[src/rtl/load_store_unit.sv]
// RV32I load/store unit: classifies an access, runs one word-wide memory
// transaction with lane steering and a bounded ack wait, returns a one-cycle response.
module load_store_unit #(
  parameter int unsigned TIMEOUT = 15
) (
  input  logic        clk,
  input  logic        rst,
  input  logic        req_valid,
  output logic        req_ready,
  input  logic        req_store,
  input  logic [2:0]  req_funct3,
  input  logic [31:0] req_addr,
  input  logic [31:0] req_wdata,
  output logic        rsp_valid,
  output logic [31:0] rsp_rdata,
  output logic [1:0]  rsp_code,
  output logic        mem_req,
  output logic        mem_we,
  output logic [31:0] mem_addr,
  output logic [3:0]  mem_wstrb,
  output logic [31:0] mem_wdata,
  input  logic        mem_ack,
  input  logic [31:0] mem_rdata
);

  typedef enum logic [1:0] {S_IDLE, S_BUS, S_RESP} state_t;
  typedef enum logic [1:0] {
    RC_OK       = 2'b00,
    RC_MISALIGN = 2'b01,
    RC_ILLEGAL  = 2'b10,
    RC_TIMEOUT  = 2'b11
  } rsp_code_t;

  localparam logic [7:0] LP_CNT_LAST = 8'(TIMEOUT - 1);

  state_t      r_state, w_state_nxt;
  rsp_code_t   r_code, w_code;
  logic        r_store;
  logic [2:0]  r_funct3;
  logic [31:0] r_addr, r_wdata, r_rdata;
  logic [7:0]  r_cnt;

  logic        w_accept, w_illegal, w_misaligned, w_cnt_last, w_bus;
  logic [7:0]  w_byte;
  logic [15:0] w_half;

  assign w_accept = req_valid && (r_state == S_IDLE);
  assign w_bus    = (r_state == S_BUS);
  assign w_cnt_last = (r_cnt == LP_CNT_LAST);

  assign w_illegal = req_store ? !(req_funct3 inside {3'b000, 3'b001, 3'b010})
                               :  (req_funct3 inside {3'b011, 3'b110, 3'b111});
  // Bits [1:0] of funct3 encode the width for both loads and stores.
  assign w_misaligned = ((req_funct3[1:0] == 2'b01) && req_addr[0]) ||
                        ((req_funct3[1:0] == 2'b10) && (req_addr[1:0] != 2'b00));
  assign w_code = w_illegal    ? RC_ILLEGAL  :
                  w_misaligned ? RC_MISALIGN : RC_OK;

  // NOTE: sequential state uses non-blocking assignments so every register
  // samples the pre-edge values, independent of statement order.
  always_ff @(posedge clk) begin
    if (!rst) r_state <= S_IDLE;
    else      r_state <= w_state_nxt;
  end

  // NOTE: every signal driven in always_comb gets a default first, so no
  // path can leave it unassigned and infer a latch.
  always_comb begin
    w_state_nxt = r_state;
    unique case (r_state)
      S_IDLE:  if (w_accept) w_state_nxt = (w_code == RC_OK) ? S_BUS : S_RESP;
      S_BUS:   if (mem_ack || w_cnt_last) w_state_nxt = S_RESP;
      S_RESP:  w_state_nxt = S_IDLE;
      default: w_state_nxt = S_IDLE;
    endcase
  end

  // NOTE: the datapath registers are reset as well, because the memory and
  // response ports are required to read as zero straight out of reset.
  always_ff @(posedge clk) begin
    if (!rst) begin
      r_store  <= 1'b0;
      r_funct3 <= '0;
      r_addr   <= '0;
      r_wdata  <= '0;
      r_rdata  <= '0;
      r_code   <= RC_OK;
      r_cnt    <= '0;
    end else if (w_accept) begin
      r_store  <= req_store;
      r_funct3 <= req_funct3;
      r_addr   <= req_addr;
      r_wdata  <= req_wdata;
      r_rdata  <= '0;
      r_code   <= w_code;
      r_cnt    <= '0;
    end else if (w_bus) begin
      if (mem_ack)         r_rdata <= mem_rdata;
      else if (w_cnt_last) r_code  <= RC_TIMEOUT;
      else                 r_cnt   <= r_cnt + 8'd1;
    end
  end

  assign req_ready = (r_state == S_IDLE);
  assign rsp_valid = (r_state == S_RESP);
  assign rsp_code  = rsp_valid ? r_code : RC_OK;
  assign mem_req   = w_bus;
  assign mem_we    = w_bus && r_store;
  assign mem_addr  = w_bus ? {r_addr[31:2], 2'b00} : 32'd0;

  // Lane steering; only legal widths can reach BUS.
  always_comb begin
    mem_wstrb = 4'b0000;
    mem_wdata = 32'd0;
    if (w_bus && r_store) begin
      unique case (r_funct3[1:0])
        2'b00: begin
          mem_wstrb = 4'b0001 << r_addr[1:0];
          mem_wdata = {4{r_wdata[7:0]}};
        end
        2'b01: begin
          mem_wstrb = r_addr[1] ? 4'b1100 : 4'b0011;
          mem_wdata = {2{r_wdata[15:0]}};
        end
        default: begin
          mem_wstrb = 4'b1111;
          mem_wdata = r_wdata;
        end
      endcase
    end
  end

  assign w_byte = r_rdata[8*r_addr[1:0] +: 8];
  assign w_half = r_addr[1] ? r_rdata[31:16] : r_rdata[15:0];

  always_comb begin
    rsp_rdata = 32'd0;
    if (rsp_valid && (r_code == RC_OK) && !r_store) begin
      case (r_funct3)
        3'b000:  rsp_rdata = {{24{w_byte[7]}}, w_byte};
        3'b001:  rsp_rdata = {{16{w_half[15]}}, w_half};
        3'b010:  rsp_rdata = r_rdata;
        3'b100:  rsp_rdata = {24'd0, w_byte};
        3'b101:  rsp_rdata = {16'd0, w_half};
        default: rsp_rdata = 32'd0;
      endcase
    end
  end

endmodule

[config.mk]
export PLATFORM = sky130hd
export DESIGN_NAME = load_store_unit
export DESIGN_NICKNAME = d
export VERILOG_FILES = /design/src/rtl/load_store_unit.sv
export SDC_FILE = /design/constraint.sdc
export NUM_CORES = 1
export LEC_CHECK = 0
export ABC_AREA = 1
export CAP_MARGIN = 20
export CORE_ASPECT_RATIO = 1.2
export CORE_MARGIN = 4
export CORE_UTILIZATION = 41
export DETAILED_ROUTE_END_ITERATION = 10
export MAX_ROUTING_LAYER = met4
export PLACE_DENSITY = 0.75
export SYNTH_ARGS = -nofsm -noshare
export SYNTH_HDL_FRONTEND = slang
export SYNTH_SLANG_ARGS = --single-unit
[constraint.sdc]
create_clock -name clk -period 1.9 [get_ports clk]
set_input_delay 0.38 -clock clk [delete_from_list [all_inputs] [get_ports clk]]
set_output_delay 0.38 -clock clk [all_outputs]
set_load 0.03 [all_outputs]
==> summary.md <==
| Metric | Value |
|---|---|
| R2R cell count | `8` |
| Main combinational cell family by area after synthesis | `simple AND/OR/NAND/NOR gates` |
| Element type at the critical path start | `flip-flop` |
| Peak supply drop | `0.642 mV` |
| Total iterations of the first detailed-routing run | `5` |
| Die area | `15600 um^2` |
| Proportion of layout cells with a drive suffix above 1 | `0.269` |
| Number of library cell types mapped by synthesis | `31` |
| Areal power density over the cells | `706 nW/um^2` |
| Critical-path cell with the highest stage delay | `sky130_fd_sc_hd__dfxtp_4` |
| Final clock skew | `8.68 ps` |
| CP Capture Type | `output port` |
| Vert. Die Dim | `~140 um` |
| Routed Antenna Nets | `0` |
| Sinks on the clock net | `112` |
| Top-count cell post-synth | `sky130_fd_sc_hd__nor2_1` |
| Half-perimeter wire length after detailed placement | `13400 um` |
| Violations in the final reports | `negative setup slack` |
| Worst Min Path Start | `rst` |
| Area share of and/or/nand/nor cells after synthesis | `0.237` |
| Number of buffers added by the clock tree synthesis step | `9` |
| Flop-to-flop setup slack | `~260 ps` |
| Number of vias after detailed routing | `6505` |
| Most used standard cells in the synthesized netlist | `197 x sky130_fd_sc_hd__nor2_1, 118 x sky130_fd_sc_hd__o21ai_0, 114 x sky130_fd_sc_hd__a21oi_1` |
| Post-synthesis instance total | `862` |
| Final nets | `roughly 1200` |
| I/O pins | `210` |
| Insertion delay to the later sink of the worst-skew pair | `350 ps` |
| Root Buffer Master | `sky130_fd_sc_hd__clkbuf_16` |
| Deepest clock path buffer count | `2` |
| Pins Over Slew Limit | `0` |
| I/O Buffers | `207` |
| Reg-to-reg critical path endpoint | `r_rdata[5]$_SDFFE_PP0P_` |
| Compound-cell area share of the yosys netlist | `0.232` |
| Sequential-to-total area share from yosys stat | `0.401` |
| Mux share of post-synthesis cell area | `0` |
| Post-synthesis async set-or-reset flop share | `0` |
| Number of endpoints with negative hold slack in the final report | `0` |
| RePlAce Congestion | `0.833` |
| Start-to-end type of the worst setup path | `reg -> out` |
| Critical path cell sequence | `nor2_4, inv_4, nor2_4, nand2_4, buf_12, a21oi_4, buf_6` |
| Setup TNS | `-6120 ps` |
| Drt wl/cell | `15.7 um` |
| Synthesized-area fraction occupied by adder cells | `0.00448` |
| Initial standard-cell utilization of the core | `0.420` |
| Maximum number of pins on one net before global-route repair | `63` |
| Cell taking the most area after synthesis | `sky130_fd_sc_hd__dfxtp_1` |
| Cell area after synthesis | `5590 um^2` |
| Required time of the critical path | `1520 ps` |
| Relative area change from synthesis to final layout | `64.2%` |
| Clock-pin slew on the worst setup and hold paths | `80 ps` |
| Diodes inserted | `0` |
| Cell row count | `46` |
| Fraction of synthesized cell area in xor and xnor cells | `0.00470` |
| Synth top area cells | `sky130_fd_sc_hd__dfxtp_1 40%, sky130_fd_sc_hd__nor2_1 13%, sky130_fd_sc_hd__o21ai_0 11%` |
| Leak pwr | `3.62 nW` |
| Ys Warns | `0` |
| Core Region | `13300 um^2` |
| Global router's overall resource usage | `0.248` |
| Wire length of the first global-routing pass | `around 30000 um` |
| Worst setup slack after placement | `-10.8 ps` |
| Filler Cell Count | `1075` |
| Vias/cell | `5.17` |
| Arrival time reported for the critical path endpoint | `around 1700 ps` |
| Worst hold path type | `in -> reg` |
| Number of DRC violations after detailed routing | `0` |
| Cell repeated most along the worst path | `sky130_fd_sc_hd__nor2_4` |
| Crit-path max cell delay | `380 ps` |
| Area share of the largest cell type after synthesis | `0.401` |
| Post-route minimum period | `2080 ps` |
| DRT iter0 DRCs | `597` |
| Sum of routed wire length over all layers | `19700 um` |
| Width of the chip | `115 um` |
| Reg-to-reg critical path startpoint | `r_state[1]$_SDFFE_PN0P_` |
| Average size of a mapped cell | `~6.5 um^2` |
| Unrepaired setup endpoints after global routing | `yes` |
| Overflow left after global routing | `0` |
| Depth of the worst hold-timing path | `3` |
| Most instantiated flip-flop cell in the synthesis netlist | `sky130_fd_sc_hd__dfxtp_1` |
| Setup ws final | `-176 ps` |
| Final setup violation count | `62` |
| Max-Cap Viols | `0` |
| Via count of the first global-routing pass | `6223` |
| Max Clock Freq | `482 MHz` |
| Hold-critical path endpoint | `r_addr[10]$_SDFFE_PN0P_` |
| Max FO, Critical Path | `8` |
| Number of antenna violations at the first check in global routing | `0` |
| Result of the run | `finished with violations` |
| Number of synthesized register bits | `112` |
| H-tree lvl count | `3` |
| TritonCTS clock tree | `done` |
| Portion of the clock cycle consumed by the worst path in the final layout | `1.09` |
| Number of enable flip-flop cells after synthesis | `0` |
[report_power, final]
part / internal, mW / leakage, nW / switching [mW] / total, mW
combinational: 0.723 / 2.55 / 0.977 / 1.70
clock: 1.17 / 0.154 / 0.934 / 2.11
sequential: 2.54 / 0.922 / 0.129 / 2.67
[registers in the layout, indices dropped and copies added (netlist names)]
name	count
r_funct3	3
r_rdata	32
r_addr	32
r_state	2
r_wdata	32
r_code	2
r_store	1
r_cnt	8
[what timing repair did]
| action | CTS | global route |
|---|---|---|
| resized for setup | 171 | 45 |
| pin swaps | 24 | 19 |
| setup endpoints to repair | 74 | 99 |
| cloned | 4 | 3 |
| hold buffers | 0 | 0 |
| setup buffers | 16 | 4 |
[layout by cell type, fill, tap and decap left out, drive strengths merged]
cell type	synthesis	final
bufinv	0	2
dfxtp	112	112
nand3b	2	2
buf	31	161
nand2	101	101
nor3	5	5
nand3	17	17
clkinv	1	2
inv	106	109
conb	1	2
xor2	2	2
o221ai	7	7
clkdlybuf4s50	0	102
xnor2	1	1
a21boi	1	1
nand4	2	2
a21oi	114	114
dlygate4sd2	0	2
o22ai	7	7
nor2	202	202
clkbuf	25	11
ha	2	2
o21ai	123	123
clkinvlp	0	2
[worst max-delay path by stage]
stage                                        start                       end  slack [ps]  cells past startpoint
after CTS                 r_funct3[1]$_SDFFE_PN0P_             rsp_rdata[18]        -160                      9
after global routing      r_funct3[1]$_SDFFE_PN0P_             rsp_rdata[27]        -230                      7
after floorplan            r_state[1]$_SDFFE_PN0P_             mem_wdata[10]         -30                      6
after detailed placement                 req_valid  r_rdata[22]$_SDFFE_PP0P_         -10                      6
final                     r_funct3[1]$_SDFFE_PN0P_             rsp_rdata[10]        -180                      7
after global placement                   req_valid   r_rdata[8]$_SDFFE_PP0P_          30                      6
[metal layers]
layer	vias up	GRT usage	routed length [um]
met5	-	-	0
met4	0	0.0858	478
met3	40	0.0712	1730
met2	286	0.423	10000
met1	2977	0.276	7510
li1	3202	-	-
[final cells by class]
| type | count | area (um^2) | share of cell area |
|---|---|---|---|
| multi-input cells | 588 | 3230 | 0.352 |
| repair buffers | 267 | 2720 | 0.296 |
| flip-flops and latches | 112 | 2260 | 0.246 |
| inverters | 107 | 419 | 0.0457 |
| clock buffers | 9 | 225 | 0.0245 |
| well taps | 168 | 210 | 0.0229 |
| clock inverters | 7 | 104 | 0.0113 |
| repair inverters | 1 | 11.3 | 0.00123 |
[critical path, delay by kind of cell, from the launching register on]
kind / cells / cell delay (ps)
buf+inv: 3 / 410
flops: 1 / 380
simple gates: 3 / 410
compound gates: 1 / 160
[metrics by stage]
stage	util	instance area, um^2	power (mW)	hold WS [ps]	cells
after floorplan	-	5650	3.48	430	863
after global placement	0.589	7830	4.05	440	1217
after detailed placement	0.589	7830	4.07	444	1217
after CTS	0.671	8920	6.36	395	1253
after global routing	0.690	9180	6.77	411	1259
final	0.690	9180	6.47	396	1259
[cell families (layout without fill, tap and decap cells)]
logic type / Yosys count / in the layout
DFF: 112 / 112
other: 1 / 2
xor gates and xnor gates: 3 / 3
AOI/OAI and AO/OA: 252 / 252
buffers and inverters: 163 / 391
adders and majority gates: 2 / 2
and+or+nand+nor: 329 / 329
Power figures use the tool's default switching activity.
==> RTL edit, RTL diff (same settings) <==
The 3 states of `state_t` get a one-hot encoding in 3 bits.
--- a/src/rtl/load_store_unit.sv
+++ b/src/rtl/load_store_unit.sv
@@ -24,5 +24,5 @@
 );
 
-  typedef enum logic [1:0] {S_IDLE, S_BUS, S_RESP} state_t;
+  typedef enum logic [2:0] {S_IDLE = 3'b001, S_BUS = 3'b010, S_RESP = 3'b100} state_t;
   typedef enum logic [1:0] {
     RC_OK       = 2'b00,
Check against the original RTL: same outputs for any inputs over 4 cycles, from zero or initial values and one cycle with rst low; so few cycles prove little.
==> RTL edit against the unedited design <==
- the run still ends with negative setup slack left
- register-to-register slack better by 60 ps
- clock skew up 2.0 ps
- design area up 11%
- global-route usage down 0.27 points
- cell count up 2.8%
- sequential cell count up 1
- setup slack worse by 170 ps
- wire length up 11%
- fmax down 7.5%
- area after synthesis up 2.6%
- critical path depth unchanged
- power up 15%
- sequential power about the same
- largest cell class unchanged
- highest routed layer unchanged
==> RTL edit: results (changes against the unedited design) <==
Placement
  • Pre-CTS setup slack: 11.37 ps (+22.21 ps)
  • Dpl cells: 1233 (+1.3%)

Global routing
  • First-pass GRT wire length: 30230 um (+0.50%)
  • Vias in the first global route: 6205 (-0.29%)
  • Tot GR Track Use: 24.53% (-0.27 points)

Run status
  • Failing checks: negative setup slack
  • Outcome: complete, but fails checks

Routing
  • DR pass1 iterations: 6 (+1)
  • Vias: 6815 (+4.8%)
  • WL final: 21930 um (+11%)

CTS
  • Skew-Pair Late Insertion Delay: 420 ps (+70 ps)
  • Max H-tree Level: 4 (+1)
  • CTS buffer count: 17 (+8)
  • Clock-pin slew of the registers on the worst-case setup and hold paths: 50 ps (-30 ps)

Timing
  • Sum Neg Setup Slack: -17370 ps (-11250 ps)
  • Final worst slack: -345.3 ps (-169.3 ps)
  • Worst Clk Skew: 10.69 ps (+2.017 ps)
  • Final Setup Violations: 72 (+16%)

Yosys
  • Ranking of synthesized cells by area: dfxtp_1 (39%), o21ai_0 (13%), nor2_1 (11%)
  • Sequential fraction of the synthesis area: 39.45% (-0.68 points)
  • Top cells by count, synth: nor2_1 (165), o21ai_0 (144), a21oi_1 (121)
  • Count of cell types in the netlist: 32 (+3.2%)

Setup path
  • WP data arrival: 1870 ps (+170 ps)

Final layout
  • Layout cells sized above 1: 32.44% (+5.6 points)
  • Layout Cells excl Fill: 1294 (+2.8%)

Power and ir drop
  • Maximum vdd drop: 0.6565 mV (+2.3%)
[RTL edit: per-stage QoR]
| step | instance area [um2] | total power (uW) | util [%] |
|---|---|---|---|
| floorplan | 5796 | 3353 | - |
| global placement | 7941 | 3810 | 57.71 |
| detailed placement | 7941 | 3824 | 57.71 |
| CTS | 9532 | 7252 | 69.27 |
| global route | 10220 | 7693 | 74.30 |
| finish | 10220 | 7430 | 74.30 |
[RTL edit: routing by layer]
metal / up-vias / routed length (um) / track usage [%]
met4: 0 / 699 / 10.12
met1: 3127 / 8388 / 28.84
met3: 72 / 1749 / 6.151
met2: 327 / 11090 / 39.99
met5: - / 0 / -
li1: 3289 / - / -
[RTL edit: path summary, 6_finish.rpt]
check | start | to | slack [ps] | depth (start not counted)
max reg2reg | r_state[0]$_SDFFE_PN1P_ | r_rdata[24]$_SDFFE_PP0P_ | 320 | 8
min | rst | r_state[1]$_SDFFE_PN0P_ | 360 | 3
max | r_funct3[0]$_SDFFE_PN0P_ | rsp_rdata[27] | -350 | 7
min reg2reg | r_rdata[25]$_SDFFE_PP0P_ | r_rdata[25]$_SDFFE_PP0P_ | 470 | 2
[RTL edit: what timing repair did]
item	4_1_cts	5_1_grt
pin swaps	19	29
gates cloned	5	5
buffers inserted	12	10
resized for setup	231	133
setup endpoints to repair	93	101
[RTL edit: area by class of cell]
| cell class | instances | area share (%) |
|---|---|---|
| Multi-Input combinational cell | 585 | 35.36 |
| Timing Repair Buffer | 271 | 29.67 |
| Sequential cell | 113 | 22.32 |
| Inverter | 123 | 4.736 |
| Clock buffer | 21 | 4.504 |
| Tap cell | 171 | 2.093 |
| Clock inverter | 9 | 1.297 |
| Antenna cell | 1 | 0.02448 |
[RTL edit: worst max-delay path, cell delays in order (launching register included)]
cell and delay [ps]:
dfxtp_4 380, inv_4 60, nor2_4 260, nand3_4 170, o21ai_0 140, inv_1 120
a21oi_4 170, buf_6 150
[RTL edit: cells by family after synthesis]
kind of cell    share of synthesized area [%]
fa+ha+maj                              0.4363
xor+xnor                               0.1528
other cells                           0.06540
buf+inv                                 12.94
simple gates                            21.80
compound gates                          25.16
flops                                   39.45
[RTL edit: power breakdown]
part | switching, uW | internal, uW | total, uW | leakage (uW)
clock network | 1120 | 2120 | 3240 | 0.000285
registers | 119 | 2550 | 2670 | 0.000930
logic | 885 | 635 | 1520 | 0.00268
total | 2130 | 5300 | 7430 | 0.00389
